$ cat src/rtl/color_centroid_maxis.sv
// AXI-Stream RGB565 colour-window centroid finder: per-frame x/y sums and count of
// in-window pixels, divided after frame end into one centroid result per frame.
module color_centroid_maxis #(
    parameter int unsigned X_RES     = 640,
    parameter int unsigned Y_RES     = 480,
    parameter int unsigned MIN_COUNT = 16,
    localparam int unsigned XW  = $clog2(X_RES),
    localparam int unsigned YW  = $clog2(Y_RES),
    localparam int unsigned CW  = $clog2(X_RES * Y_RES + 1),
    localparam int unsigned SW  = XW + CW,
    localparam int unsigned STW = $clog2(SW + 1)
) (
    input  logic          i_clk,
    input  logic          i_rst,
    input  logic          i_enable,
    input  logic [15:0]   S_AXIS_VIDEO_TDATA,
    input  logic          S_AXIS_TVALID,
    output logic          S_AXIS_VIDEO_TREADY,
    input  logic          S_AXIS_VIDEO_TUSER,
    input  logic          S_AXIS_VIDEO_TLAST,
    input  logic [4:0]    i_r_min,
    input  logic [4:0]    i_r_max,
    input  logic [5:0]    i_g_min,
    input  logic [5:0]    i_g_max,
    input  logic [4:0]    i_b_min,
    input  logic [4:0]    i_b_max,
    output logic          o_valid,
    output logic          o_found,
    output logic [XW-1:0] o_x,
    output logic [YW-1:0] o_y,
    output logic [CW-1:0] o_count,
    output logic          o_frame_err,
    output logic          o_overrun
);

    typedef enum logic {ACC_WAIT = 1'b0, ACC_RUN = 1'b1} acc_state_e;
    typedef enum logic [1:0] {DIV_IDLE = 2'd0, DIV_RUN = 2'd1, DIV_OUT = 2'd2} div_state_e;

    acc_state_e    acc_state_q, acc_state_d;
    div_state_e    div_state_q, div_state_d;
    logic [XW-1:0] x_q, x_d;
    logic [YW-1:0] y_q, y_d;
    logic [SW-1:0] sum_x_q, sum_x_d, sum_y_q, sum_y_d;
    logic [CW-1:0] cnt_q, cnt_d;
    logic          snap_q, snap_d;
    logic          tready_q, tready_d;
    logic          frame_err_q, frame_err_d;
    logic [SW-1:0] num_x_q, num_x_d, num_y_q, num_y_d;
    logic [CW-1:0] rem_x_q, rem_x_d, rem_y_q, rem_y_d;
    logic [CW-1:0] dvs_q, dvs_d;
    logic [STW-1:0] step_q, step_d;
    logic          valid_q, valid_d, found_q, found_d, overrun_q, overrun_d;
    logic [XW-1:0] ox_q, ox_d;
    logic [YW-1:0] oy_q, oy_d;
    logic [CW-1:0] ocount_q, ocount_d;

    // Beat decode: a TUSER beat always re-anchors the frame at (0,0)
    logic          beat, start, in_frame, hit, at_eol, line_err, frame_end;
    logic [XW-1:0] bx;
    logic [YW-1:0] by;
    logic [4:0]    pix_r, pix_b;
    logic [5:0]    pix_g;

    assign pix_r     = S_AXIS_VIDEO_TDATA[15:11];
    assign pix_g     = S_AXIS_VIDEO_TDATA[10:5];
    assign pix_b     = S_AXIS_VIDEO_TDATA[4:0];
    assign hit       = (pix_r >= i_r_min) && (pix_r <= i_r_max) &&
                       (pix_g >= i_g_min) && (pix_g <= i_g_max) &&
                       (pix_b >= i_b_min) && (pix_b <= i_b_max);
    assign beat      = S_AXIS_TVALID && i_enable;
    assign start     = beat && S_AXIS_VIDEO_TUSER;
    assign in_frame  = start || (beat && (acc_state_q == ACC_RUN));
    assign bx        = start ? '0 : x_q;
    assign by        = start ? '0 : y_q;
    assign at_eol    = (bx == XW'(X_RES - 1));
    assign line_err  = in_frame && S_AXIS_VIDEO_TLAST && !at_eol;
    assign frame_end = in_frame && S_AXIS_VIDEO_TLAST && at_eol && (by == YW'(Y_RES - 1));

    // Restoring divider step, one quotient bit per clock for both axes
    logic [CW:0] sh_x, sh_y;
    logic        ge_x, ge_y, dvs_found;

    assign sh_x      = {rem_x_q, num_x_q[SW-1]};
    assign sh_y      = {rem_y_q, num_y_q[SW-1]};
    assign ge_x      = (sh_x >= {1'b0, dvs_q});
    assign ge_y      = (sh_y >= {1'b0, dvs_q});
    assign dvs_found = (dvs_q >= CW'(MIN_COUNT));

    always_ff @(posedge i_clk or posedge i_rst) begin
        if (i_rst) begin
            acc_state_q <= ACC_WAIT;
            div_state_q <= DIV_IDLE;
            x_q         <= '0;
            y_q         <= '0;
            sum_x_q     <= '0;
            sum_y_q     <= '0;
            cnt_q       <= '0;
            snap_q      <= 1'b0;
            tready_q    <= 1'b0;
            frame_err_q <= 1'b0;
            num_x_q     <= '0;
            num_y_q     <= '0;
            rem_x_q     <= '0;
            rem_y_q     <= '0;
            dvs_q       <= '0;
            step_q      <= '0;
            valid_q     <= 1'b0;
            found_q     <= 1'b0;
            overrun_q   <= 1'b0;
            ox_q        <= '0;
            oy_q        <= '0;
            ocount_q    <= '0;
        end else begin
            acc_state_q <= acc_state_d;
            div_state_q <= div_state_d;
            x_q         <= x_d;
            y_q         <= y_d;
            sum_x_q     <= sum_x_d;
            sum_y_q     <= sum_y_d;
            cnt_q       <= cnt_d;
            snap_q      <= snap_d;
            tready_q    <= tready_d;
            frame_err_q <= frame_err_d;
            num_x_q     <= num_x_d;
            num_y_q     <= num_y_d;
            rem_x_q     <= rem_x_d;
            rem_y_q     <= rem_y_d;
            dvs_q       <= dvs_d;
            step_q      <= step_d;
            valid_q     <= valid_d;
            found_q     <= found_d;
            overrun_q   <= overrun_d;
            ox_q        <= ox_d;
            oy_q        <= oy_d;
            ocount_q    <= ocount_d;
        end
    end

    always_comb begin
        acc_state_d = acc_state_q;
        if (!i_enable) begin
            acc_state_d = ACC_WAIT;
        end else if (in_frame) begin
            acc_state_d = (line_err || frame_end) ? ACC_WAIT : ACC_RUN;
        end
    end

    // Sums stay valid for one clock after frame end so the divider can snapshot them
    always_comb begin
        x_d         = x_q;
        y_d         = y_q;
        sum_x_d     = sum_x_q;
        sum_y_d     = sum_y_q;
        cnt_d       = cnt_q;
        snap_d      = 1'b0;
        frame_err_d = 1'b0;
        tready_d    = 1'b1;
        if (!i_enable || ((acc_state_q == ACC_WAIT) && !start)) begin
            x_d     = '0;
            y_d     = '0;
            sum_x_d = '0;
            sum_y_d = '0;
            cnt_d   = '0;
        end else if (in_frame) begin
            sum_x_d     = (start ? '0 : sum_x_q) + (hit ? SW'(bx) : '0);
            sum_y_d     = (start ? '0 : sum_y_q) + (hit ? SW'(by) : '0);
            cnt_d       = (start ? '0 : cnt_q) + CW'(hit);
            frame_err_d = line_err || (start && (acc_state_q == ACC_RUN));
            snap_d      = frame_end;
            if (S_AXIS_VIDEO_TLAST) begin
                x_d = '0;
                y_d = by + YW'(1);
            end else begin
                x_d = bx + XW'(1);
                y_d = by;
            end
        end
    end

    always_comb begin
        div_state_d = div_state_q;
        case (div_state_q)
            DIV_IDLE: if (snap_q) div_state_d = (cnt_q >= CW'(MIN_COUNT)) ? DIV_RUN : DIV_OUT;
            DIV_RUN:  if (step_q == STW'(SW - 1)) div_state_d = DIV_OUT;
            DIV_OUT:  div_state_d = DIV_IDLE;
            default:  div_state_d = DIV_IDLE;
        endcase
    end

    always_comb begin
        num_x_d   = num_x_q;
        num_y_d   = num_y_q;
        rem_x_d   = rem_x_q;
        rem_y_d   = rem_y_q;
        dvs_d     = dvs_q;
        step_d    = step_q;
        valid_d   = 1'b0;
        found_d   = found_q;
        ox_d      = ox_q;
        oy_d      = oy_q;
        ocount_d  = ocount_q;
        overrun_d = snap_q && (div_state_q != DIV_IDLE);
        case (div_state_q)
            DIV_IDLE: begin
                if (snap_q) begin
                    num_x_d = sum_x_q;
                    num_y_d = sum_y_q;
                    rem_x_d = '0;
                    rem_y_d = '0;
                    dvs_d   = cnt_q;
                    step_d  = '0;
                end
            end
            DIV_RUN: begin
                rem_x_d = ge_x ? CW'(sh_x - {1'b0, dvs_q}) : CW'(sh_x);
                rem_y_d = ge_y ? CW'(sh_y - {1'b0, dvs_q}) : CW'(sh_y);
                num_x_d = {num_x_q[SW-2:0], ge_x};
                num_y_d = {num_y_q[SW-2:0], ge_y};
                step_d  = step_q + STW'(1);
            end
            DIV_OUT: begin
                valid_d  = 1'b1;
                found_d  = dvs_found;
                ox_d     = dvs_found ? num_x_q[XW-1:0] : '0;
                oy_d     = dvs_found ? num_y_q[YW-1:0] : '0;
                ocount_d = dvs_q;
            end
            default: ;
        endcase
    end

    assign S_AXIS_VIDEO_TREADY = tready_q;
    assign o_valid             = valid_q;
    assign o_found             = found_q;
    assign o_x                 = ox_q;
    assign o_y                 = oy_q;
    assign o_count             = ocount_q;
    assign o_frame_err         = frame_err_q;
    assign o_overrun           = overrun_q;

endmodule
$ cat config.mk
export PLATFORM = sky130hd
export DESIGN_NAME = color_centroid_maxis
export DESIGN_NICKNAME = d
export VERILOG_FILES = /design/src/rtl/color_centroid_maxis.sv
export SDC_FILE = /design/constraint.sdc
export NUM_CORES = 1
export LEC_CHECK = 0
export CAP_MARGIN = 20
export CORE_ASPECT_RATIO = 0.75
export CORE_MARGIN = 2
export CORE_UTILIZATION = 54
export DETAILED_ROUTE_END_ITERATION = 7
export PLACE_DENSITY = 0.74
export SYNTH_ARGS = -nofsm -noshare
export SYNTH_HDL_FRONTEND = slang
export SYNTH_SLANG_ARGS = --single-unit
$ cat constraint.sdc
create_clock -name i_clk -period 19.9 [get_ports i_clk]
set_clock_uncertainty 0.2 [all_clocks]
set_input_delay 5.97 -clock i_clk [delete_from_list [all_inputs] [get_ports i_clk]]
set_output_delay 5.97 -clock i_clk [all_outputs]
set_load 0.1 [all_outputs]
# ---- Word level (Yosys, flattened, before mapping)
# Cells that the tools add are included.
dict set report classes {
  addsub 8
  n_lt_le_gt_ge 10
  eq_ne 8
  muxes 44
  bitwise 1
  n_reduce_logical 29
}
# cell n
set op_table {}
lappend op_table {{29-bit two-way mux} 8}
lappend op_table {{29-bit case mux with 2 select lines} 2}
lappend op_table {{19-bit two-way mux} 6}
lappend op_table {{19-bit case mux with 2 select lines} 2}
lappend op_table {{10-bit two-way mux} 6}
lappend op_table {{9-bit two-way mux} 6}
lappend op_table {{20-bit by 19-bit >= comparator with 1-bit output} 2}
lappend op_table {{19-bit by 5-bit >= comparator with 1-bit output (second input constant)} 2}
lappend op_table {{19-bit subtractor} 2}
lappend op_table {{29-bit by 10-bit adder with 29-bit output} 1}
lappend op_table {{29-bit by 9-bit adder with 29-bit output} 1}
lappend op_table {{19-bit by 1-bit adder with 19-bit output} 1}
lappend op_table {{1-bit logical AND} 15}
lappend op_table {{10-bit by 1-bit adder with 10-bit output (second input constant)} 1}
lappend op_table {{10-bit == test (second input constant)} 1}
lappend op_table {{5-bit >= comparator} 2}
lappend op_table {{5-bit less-or-equal comparator} 2}
lappend op_table {{5-bit case mux with 2 select lines} 1}
lappend op_table {{9-bit by 1-bit adder with 9-bit output (second input constant)} 1}
lappend op_table {{9-bit == test (second input constant)} 1}
lappend op_table {{1-bit two-way mux} 8}
lappend op_table {{6-bit >= comparator} 1}
lappend op_table {{6-bit less-or-equal comparator} 1}
lappend op_table {{2-bit two-way mux} 3}
lappend op_table {{other kinds (14)} 24}
dict set report totals {
  regBits 263
  input_bits 54
}

# ---- Longest topological paths before layout
# Gate-level depths: netlist of run 1.
dict set report depth {
  depth_word 10
  mapped_depth 21
}

# ---- Worst setup path after synthesis of run 1
# OpenSTA, ideal clock, no wires.
dict set report synth_path {
  path_kind {input to register}
  from {input port i_g_max[1]}
  to {register sum_y_q[28]}
  arrival_ns 9.776
  required_time_ns 19.564
  slack_ns 9.788
  cell_stages 20
  n_path_buf 1
  path_cell_list {inv_1 ha_1 nor2b_1 o21a_1 o21a_1 o21a_1 o21ai_0 a32oi_1 nor4_1 clkbuf_1 nand2_1 fa_1 nor2b_1 o21ai_0 a21oi_1 o21a_1 o21ai_0 a2111oi_2 xnor2_1 o21ai_0}
}
dict set report synth_via {
  elab_chain_cells 8
}
# item line_no
set synth_rtl {}
lappend synth_rtl {{from (decl)} 24} ;# input logic [5:0] i_g_max,
lappend synth_rtl {{6-bit less-or-equal comparator} 68} ;# (pix_g >= i_g_min) && (pix_g <= i_g_max) &&
lappend synth_rtl {{1-bit logical AND (2 in series)} 68}
lappend synth_rtl {{1-bit logical AND} 69} ;# (pix_b >= i_b_min) && (pix_b <= i_b_max);
lappend synth_rtl {{9-bit two-way mux} 166} ;# sum_y_d = (start ? '0 : sum_y_q) + (hit ? SW'(by) : '0);
lappend synth_rtl {{29-bit by 9-bit adder with 29-bit output} 166}
lappend synth_rtl {{29-bit two-way mux} 164} ;# end else if (in_frame) begin
lappend synth_rtl {{29-bit two-way mux} 158} ;# if (!i_enable || ((acc_state_q == ACC_WAIT) && !start)) begin
lappend synth_rtl {{to (signal assigned)} 119} ;# sum_y_q <= sum_y_d;
lappend synth_rtl {{to (decl)} 43} ;# logic [SW-1:0] sum_x_q, sum_x_d, sum_y_q, sum_y_d;
# No other way between the ends. The select of a mux whose other input is x is not followed.
# A chain may end at the register's enable or synchronous reset.

# ---- Worst setup path after layout of run 1
dict set report layout_path {
  from {input port i_r_max[1]}
  to {register sum_y_q[28]}
}
dict set report layout_via {
  elab_chain_cells 10
}
# item line_no
set layout_rtl {}
lappend layout_rtl {{from (decl)} 22} ;# input logic [4:0] i_r_max,
lappend layout_rtl {{5-bit less-or-equal comparator} 67} ;# assign hit = (pix_r >= i_r_min) && (pix_r <= i_r_max) &&
lappend layout_rtl {{1-bit logical AND (2 in series)} 67}
lappend layout_rtl {{1-bit logical AND (2 in series)} 68}
lappend layout_rtl {{1-bit logical AND} 69}
lappend layout_rtl {{9-bit two-way mux} 166}
lappend layout_rtl {{29-bit by 9-bit adder with 29-bit output} 166}
lappend layout_rtl {{29-bit two-way mux} 164}
lappend layout_rtl {{29-bit two-way mux} 158}
# No other way between the ends. The select of a mux whose other input is x is not followed.

==> results, run 1 <==
- Once detailed placement completed, the half-perimeter wirelength came to 26,400 um.
- The cell area after placement is 16,900 um^2.
- The synthesis-stage register bit count is 263.
- In this run the post-CTS setup repair buffer count came out at 0.
- The cell area after layout is 17,900 um^2.
- The predominant post-synthesis flop cell is sky130_fd_sc_hd__dfrtp_1.
- After the first detailed-routing iteration, the DRC count stood at 1,227.
- The later pin in the worst-skew pair is clocked with a latency of 0.55 ns.
- The final critical delay including setup and external delays is 10.59 ns.
- The initial antenna violation count is 0.
- At the end of the flow, the number of nets in the layout was 1,920.
- The dominant delay contributor by cell family on the critical path is compound AO/OA/AOI/OAI gates.
- Entering global routing, the biggest net connects 181 pins.
- Counting the buffers created by CTS gives 28.
- The first global-routing pass estimated 64,300 um of wire.
- After routing, the total negative slack on setup checks comes to 0 ns.
- During synthesis, Yosys emitted a total of 0 warnings.
- The standard cell with the maximum stage delay on the critical path is sky130_fd_sc_hd__or3_1.
- The maximum achievable frequency is 94.4 MHz.
- The routability congestion estimate from global placement is 0.901.
- Walking the worst path, the cells encountered are clkdlybuf4s50_1 > inv_1 > ha_1 > nor2b_1 > o21a_1 > o21a_1 > o21a_1 > o22ai_1 > o2111ai_1 > or3_1 > nor2_1 > ha_1 > inv_1 > fa_1 > nor2b_1 > o21ai_0 > a21oi_1 > o21a_1 > o21ai_0 > a2111oi_2 > xnor2_1 > o21ai_0.
- For this block, the via count after detailed routing is 13,251.
- In this run the static leakage power is 8.57 nW.
- The combined global-route utilization of all metal layers is 0.259.
- The top cell type's share of synthesized area is 0.422.
- The number of enable flip-flop cells after synthesis is 0.
- Setup repair after global routing left no endpoint under its margin.
- The CTS tree is built.
- After clock tree synthesis, the flow added hold-fix buffers numbering 0.
- The mean routed wirelength per cell is 18.1 um.
- The die outline area is 30,300 um^2.
- Headroom to the max-slew limit came out at 0.281.
- The number of maximum-capacitance constraint violations is 0.
- After clock tree synthesis, the clock-pin slew on the worst setup and hold paths is 0.06 ns.
- The worst ir drop on vdd is 0.0377 mV.
- The initial utilization of the core area, before any placement, comes to 0.553.
- The most common cell type on the critical path is sky130_fd_sc_hd__o21a_1.
- STA classifies the critical path startpoint as an input port.
- For this design, the sink count on the clock tree is 263.
- The largest stage delay on the critical path is 0.51 ns.
- The fraction of registers with async set/reset is 1.00.
- The run finished with clean final reports.
- The area used by sequential logic in the layout is 6580 um^2.
- Yosys attributes the largest share of cell area to sky130_fd_sc_hd__dfrtp_1, sky130_fd_sc_hd__ha_1, sky130_fd_sc_hd__o21ai_0, sky130_fd_sc_hd__nand2_1, sky130_fd_sc_hd__mux2i_1.
- The repair_antennas step left the layout with diodes totalling 0.
- The detail route stage leaves a number of antenna-violating nets equal to 0.
- Synthesis instantiated 70 different standard cells from the library.
- The filler cells instantiated in the layout total 2,340.
- Row generation in the floorplan step produced 53 rows.
- The count of endpoints failing setup in the final report is 0.
- The routed design has 39,300 um of wire.
- The mean post-synth cell area is 9.11 um^2.
- The length of the first detailed-routing pass in iterations is 5.
- The worst setup path is captured at a flip-flop.
- The height of the die is 151 um.
- The layout overhead on the synthesized area is 14.6%.
- Post-CTS repair changed the size of 0 cells.
- The total count of hold-check failures in the final report was 0.
- The core outline area is 28,200 um^2.
- In the routed design, unresolved DRC markers number 0.
- The share of the Yosys chip area taken by registers is 0.422.
- The maximum fanout along the worst path is 6.
- In this run the number of H-tree levels came out at 1.
- The classification of the worst-slack hold path is reg -> reg.
- The largest total area in the synthesized netlist belongs to sky130_fd_sc_hd__dfrtp_1.
- The power per standard cell area is 63.5 nW/um^2.
- The measured slew at the worst slew-check pin is 1.08 ns.
- The worst setup path is of the in -> reg kind.
- The tree is rooted in a sky130_fd_sc_hd__clkbuf_16.
- The width of the die is 200 um.
- The ratio of final minimum period to clock period is 0.532.
- The post-synth net total is 1,866.
- The number of global-route vias before repair is 12,333.
- In the final layout, the multi-input gates occupy 8400 um^2.
- The number of buffer and inverter stages on the critical path is 3.
- Buffers placed on the I/O ports in this run total 96.
- The synthesized instance count is 1,713.
- The number of max-slew violations in the final report is 0.
- In the final layout, the share of cells above drive strength 1 is 0.0475.
- After global routing the overflow that remains totals 0.
- Summing every instance area after synthesis gives 15,600 um^2.
- 97 I/O pins were placed.
- The required time of the critical path is 20.11 ns.
- The routed via count divided by cell count is 6.10.
- The buffer depth of the longest clock path is 3.
- The endpoint arrival time on the critical path is 10.80 ns.
==> layout by cell type (no fill, tap or decap), drive strengths merged, types with 6 or more instances in the layout <==
| cell type | instances |
|---|---|
| clkinv | 6 |
| nand3 | 42 |
| buf | 16 |
| a21oi | 85 |
| and3 | 20 |
| a2111oi | 6 |
| clkbuf | 39 |
| a31oi | 10 |
| nand2 | 230 |
| mux2i | 64 |
| a211oi | 7 |
| o31ai | 8 |
| xnor2 | 22 |
| nand4 | 16 |
| nor2 | 54 |
| or3 | 6 |
| a22o | 57 |
| nor2b | 13 |
| dfrtp | 263 |
| o22ai | 7 |
| clkdlybuf4s50 | 96 |
| o211ai | 12 |
| ha | 95 |
| xor2 | 23 |
| a32oi | 13 |
| and2 | 46 |
| nor3 | 24 |
| a21o | 37 |
| and4 | 9 |
| nor4 | 11 |
| o21ai | 242 |
| a211o | 7 |
| inv | 85 |
| o21a | 22 |
| nand2b | 17 |
==> power by group <==
part	internal, mW	switching [mW]
clock	0.322	0.223
combinational	0.0212	0.0329
sequential	0.535	0.000331
==> state kept, by name, indices dropped and copies added, names as in the netlist, 10 cells and up <==
register / flops
o_count: 19
sum_x_q: 29
rem_y_q: 19
num_x_q: 29
sum_y_q: 29
x_q: 10
num_y_q: 29
rem_x_q: 19
dvs_q: 19
cnt_q: 19
o_x: 10
==> cell usage after synthesis (16+ instances only) <==
cell type                    n
sky130_fd_sc_hd__xor2_1     23
sky130_fd_sc_hd__inv_1      85
sky130_fd_sc_hd__nand2b_1   17
sky130_fd_sc_hd__clkbuf_1   65
sky130_fd_sc_hd__buf_1      16
sky130_fd_sc_hd__o21a_1     22
sky130_fd_sc_hd__nand3_1    42
sky130_fd_sc_hd__a21oi_1    85
sky130_fd_sc_hd__and3_1     20
sky130_fd_sc_hd__nand2_1   230
sky130_fd_sc_hd__ha_1       95
sky130_fd_sc_hd__nor3_1     23
sky130_fd_sc_hd__xnor2_1    22
sky130_fd_sc_hd__and2_1     45
sky130_fd_sc_hd__o21ai_0   229
sky130_fd_sc_hd__nand4_1    16
sky130_fd_sc_hd__dfrtp_1   263
sky130_fd_sc_hd__a22o_1     57
sky130_fd_sc_hd__nor2_1     54
sky130_fd_sc_hd__mux2i_1    64
sky130_fd_sc_hd__a21o_1     37
==> path summary, 6_finish.rpt <==
| path | startpoint | end | slack (ns) | cells past startpoint |
|---|---|---|---|---|
| setup / recovery | i_r_max[1] | sum_y_q[28] | 9.31 | 22 |
| hold / removal | o_found | o_found | 0.27 | 1 |
| setup reg to reg | dvs_q[0] | rem_x_q[17] | 15.93 | 11 |
| hold reg to reg | o_found | o_found | 0.27 | 1 |
| max in group asynchronous | i_rst | o_x[5] | 12.44 | 3 |
| min in group asynchronous | i_rst | rem_x_q[3] | 5.67 | 2 |
==> metrics by stage <==
stage	total power [mW]	setup slack, ns	util	instances	hold WS (ns)
2_1_floorplan	0.577	6.49	-	1713	0.249
3_3_place_gp	0.599	8.88	0.599	2121	0.261
3_5_place_dp	0.600	8.77	0.599	2121	0.265
4_1_cts	1.14	9.31	0.633	2173	0.278
5_1_grt	1.17	8.90	0.634	2174	0.303
6_report	1.13	9.31	0.634	2174	0.275
==> layer usage <==
metal,share of wire,track usage,wire [um],vias up
met5,0,0,0,-
met4,0.015,0.0556,598,0
met3,0.078,0.0450,3060,49
met2,0.42,0.384,16400,466
met1,0.49,0.397,19300,6431
li1,-,-,-,6305
==> layout make-up <==
class / instances / share of cell area
clock inverters: 13 / 0.00924
clock buffers: 39 / 0.0450
well taps: 385 / 0.0270
repair buffers: 112 / 0.0623
inverters: 85 / 0.0183
flip-flops and latches: 263 / 0.368
multi-input cells: 1277 / 0.470
==> cells by family (layout without fill, tap and decap cells) <==
group | Yosys count | after routing | synth area share
simple gates | 506 | 506 | 0.157
buf+inv | 173 | 249 | 0.0436
fa+ha+maj | 99 | 99 | 0.0813
other cells | 1 | 1 | 0.000240
mux | 67 | 67 | 0.0432
flops | 263 | 263 | 0.422
xor+xnor | 45 | 45 | 0.0253
compound gates | 559 | 559 | 0.228
Note: power is estimated with default switching activity, not from simulation.
==> run 2: changes to the inputs <==
Clock period 19.9 ns to 9.95 ns, I/O delays scaled along.
==> run 2 against run 1 <==
  * First-iteration DRC count grew 8.5%
  * Final area shrank 0.50%
  * Die area is the same
  * Clock power grew 82%
  * Flip-flop and latch count is the same
  * Sequential power grew 100%
  * Non-clock buffer count grew 3
==> results, run 2 (same netlist as run 1, synthesis figures left out) <==
- The worst pin sits at a relative slew slack of 0.315.
- Fill cells in the final layout number 2,330.
- Along the worst hold path, the cell count comes to 2.
- The final critical delay including setup and external delays is 7.64 ns.
- The first TritonRoute pass finished after 5 iterations.
- Of all nets on the critical path, the largest fanout is 7.
- The initial DRC count is 1,331.
- The first global-routing pass estimated 63,800 um of wire.
- The height of the die is 151 um.
- The width of the die is 200 um.
- The power per standard cell area is 122 nW/um^2.
- The static leakage is 8.54 nW.
- In this run the deepest clock path goes through 3 buffers.
- The mean routed wirelength per cell is 17.9 um.
- The number of buffers added on ports is 96.
- In the final layout, flip-flops and latches occupy 6580 um^2.
- The placed wire-length estimate after detailed placement is 26,900 um.
- For this block, the routed nets add up to 38,900 um of wire.
- The core outline area is 28,200 um^2.
- The initial antenna violation count came to 1.
- The area occupied by multi-input gates is 8400 um^2.
- The classification of the worst-slack hold path is reg -> reg.
- The clock drives 263 sinks.
- The hold buffer count at cts is 0.
- The number of maximum-capacitance constraint violations is 0.
- The power share of the combinational group is 0.050.
- The most critical setup path has its startpoint at i_b_max[1].
- The number of max-slew violations in the final report is 0.
- The fraction of layout instances using a drive strength above 1 is 0.0453.
- In this run the remaining antenna-violating nets after routing total 0.
- The final layout net count is 1,923.
- The initial utilization of the core area, before any placement, comes to 0.553.
- Data on the critical path arrives at its endpoint at 7.87 ns.
- VDD sags by at most 0.0806 mV.
- The reg-to-reg startpoint is dvs_q[0].
- The repair_antennas step left the layout with diodes totalling 0.
- The layout overhead on the synthesized area is 14.0%.
- The path type of the worst setup path is in -> reg.
- The cell row count is 53.
- In this run the critical register-to-register path is captured at rem_x_q[17].
- The routed via count divided by cell count is 6.05.
- The total grt overflow is 0.
- In the layout the commonest cells are sky130_fd_sc_hd__dfrtp_1, sky130_fd_sc_hd__nand2_1, sky130_fd_sc_hd__o21ai_0, sky130_fd_sc_hd__clkdlybuf4s50_1, sky130_fd_sc_hd__ha_1.
- The count of endpoints failing setup in the final report is 0.
- The internal power consumption is 1.68 mW.
- Across every metal layer, demand over resource in global routing totals 0.258.
- The largest net degree at the start of global routing is 141.
- The worst setup path is captured at a flip-flop.
- The number of cells on the worst reg-to-reg path is 10.
- In this run the count of I/O pins placed on the die edge is 97.
- The number of resized instances in the post-cts repair step is 0.
- Hold is met by 0.274 ns.
- The setup fix buffers added after clock tree synthesis is 0.
- Clock tree synthesis inserted a total of 28 buffers.
- The maximum achievable frequency is 131 MHz.
- The flow ran to the end, and the final reports show no timing, DRC or antenna violations.
- The measured slew at the worst slew-check pin is 1.02 ns.
- The routability congestion estimate from global placement is 0.884.
- The die outline area is 30,300 um^2.
- The worst register-to-register path has a setup slack of 6.17 ns.
- The number of remaining DRC errors is 0.
- The register share of total power is 0.493.
- In this run the worst setup path terminates at sum_x_q[26].
- The CTS tree is built.
- The analysis attributes to net switching a power of 0.491 mW.
- The accumulated negative setup slack is 0 ns.
- The total count of hold-check failures in the final report is 0.
- The clock network fraction of design power is 0.457.
- STA classifies the critical path startpoint as an input port.
- Data on the critical path is required at its endpoint by 10.19 ns.
- For the worst-skew pair, the clock arrives at the later sink with an insertion delay of 0.55 ns.
- The root buffer cell chosen for the clock tree is sky130_fd_sc_hd__clkbuf_16.
- The clock-pin transition on the worst setup and hold timing paths is 0.06 ns.
- In this run the number of H-tree levels came out at 1.
- The switching share of power is 0.226.
- Setup repair after global routing left no endpoint under its margin.
- The number of global-route vias before repair is 12,180.
- The library cell used most frequently in the layout, excluding fill and tap cells, is sky130_fd_sc_hd__dfrtp_1.
- The ratio of final minimum period to clock period is 0.768.
- The count of vias placed by the detailed router is 13,144.
-- run 2: changes by cell type in the layout (fill, tap and decap cells not counted), sizes merged --
cell	delta
bufinv	-3
inv	-1
clkbuf	+5
clkinv	-2
clkinvlp	-2
buf	+3
-- run 2: per-layer routing --
metal,track usage,vias to the layer above,wire [um]
met1,0.392,6321,19200
met5,0,-,13
met4,0.0707,2,771
met2,0.373,445,15900
li1,-,6317,-
met3,0.0514,59,3060
-- run 2: stage by stage --
stage | total power, mW | cells | setup slack (ns) | utilization | instance area, um^2
finish | 2.17 | 2174 | 2.31 | 0.631 | 17800
CTS | 2.19 | 2173 | 2.34 | 0.630 | 17800
floorplan | 1.15 | 1713 | 2.82 | - | 15600
global placement | 1.20 | 2124 | 1.90 | 0.599 | 16900
detailed placement | 1.20 | 2124 | 1.77 | 0.599 | 16900
global route | 2.25 | 2174 | 1.84 | 0.631 | 17800
-- run 2: area by class of cell --
type,instances,area share
tap,385,0.0271
clock inverter,5,0.00155
clock buffer,44,0.0468
timing repair buffer,115,0.0639
multi-input combinational,1277,0.472
inverter,85,0.0182
sequential,263,0.370
-- run 2: power groups by stage --
| stage | Sequential (mW) | Clock (mW) | Combinational (mW) |
|---|---|---|---|
| after floorplan | 1.09 | 0 | 0.0608 |
| after global placement | 1.09 | 0 | 0.108 |
| after detailed placement | 1.09 | 0 | 0.110 |
| after CTS | 1.07 | 1.01 | 0.110 |
| after global routing | 1.07 | 1.05 | 0.122 |
| final | 1.07 | 0.993 | 0.109 |
-- run 2: how the worst min path moves through the flow --
stage                 from           to
2_1_floorplan  num_x_q[10]  num_x_q[10]
3_3_place_gp   num_x_q[24]  num_x_q[24]
3_5_place_dp       o_found      o_found
4_1_cts            o_found      o_found
5_1_grt        num_x_q[19]  num_x_q[19]
6_report       o_count[12]  o_count[12]
-- run 2: worst max-delay path: stages --
cell and delay, ns:
sky130_fd_sc_hd__clkdlybuf4s50_1 0.45, sky130_fd_sc_hd__inv_1 0.04, sky130_fd_sc_hd__ha_1 0.28, sky130_fd_sc_hd__nor2b_1 0.13
sky130_fd_sc_hd__o21a_1 0.16, sky130_fd_sc_hd__o21a_1 0.17, sky130_fd_sc_hd__o21a_1 0.17, sky130_fd_sc_hd__o22ai_1 0.15
sky130_fd_sc_hd__o2111ai_1 0.21, sky130_fd_sc_hd__or3_1 0.51, sky130_fd_sc_hd__nor2b_1 0.18, sky130_fd_sc_hd__ha_1 0.17
sky130_fd_sc_hd__inv_1 0.05, sky130_fd_sc_hd__fa_1 0.39, sky130_fd_sc_hd__nor2b_1 0.16, sky130_fd_sc_hd__o2111ai_1 0.16
sky130_fd_sc_hd__nand3_1 0.17, sky130_fd_sc_hd__a221o_1 0.31, sky130_fd_sc_hd__nor4b_1 0.58, sky130_fd_sc_hd__o21ai_0 0.17
sky130_fd_sc_hd__a22o_1 0.27
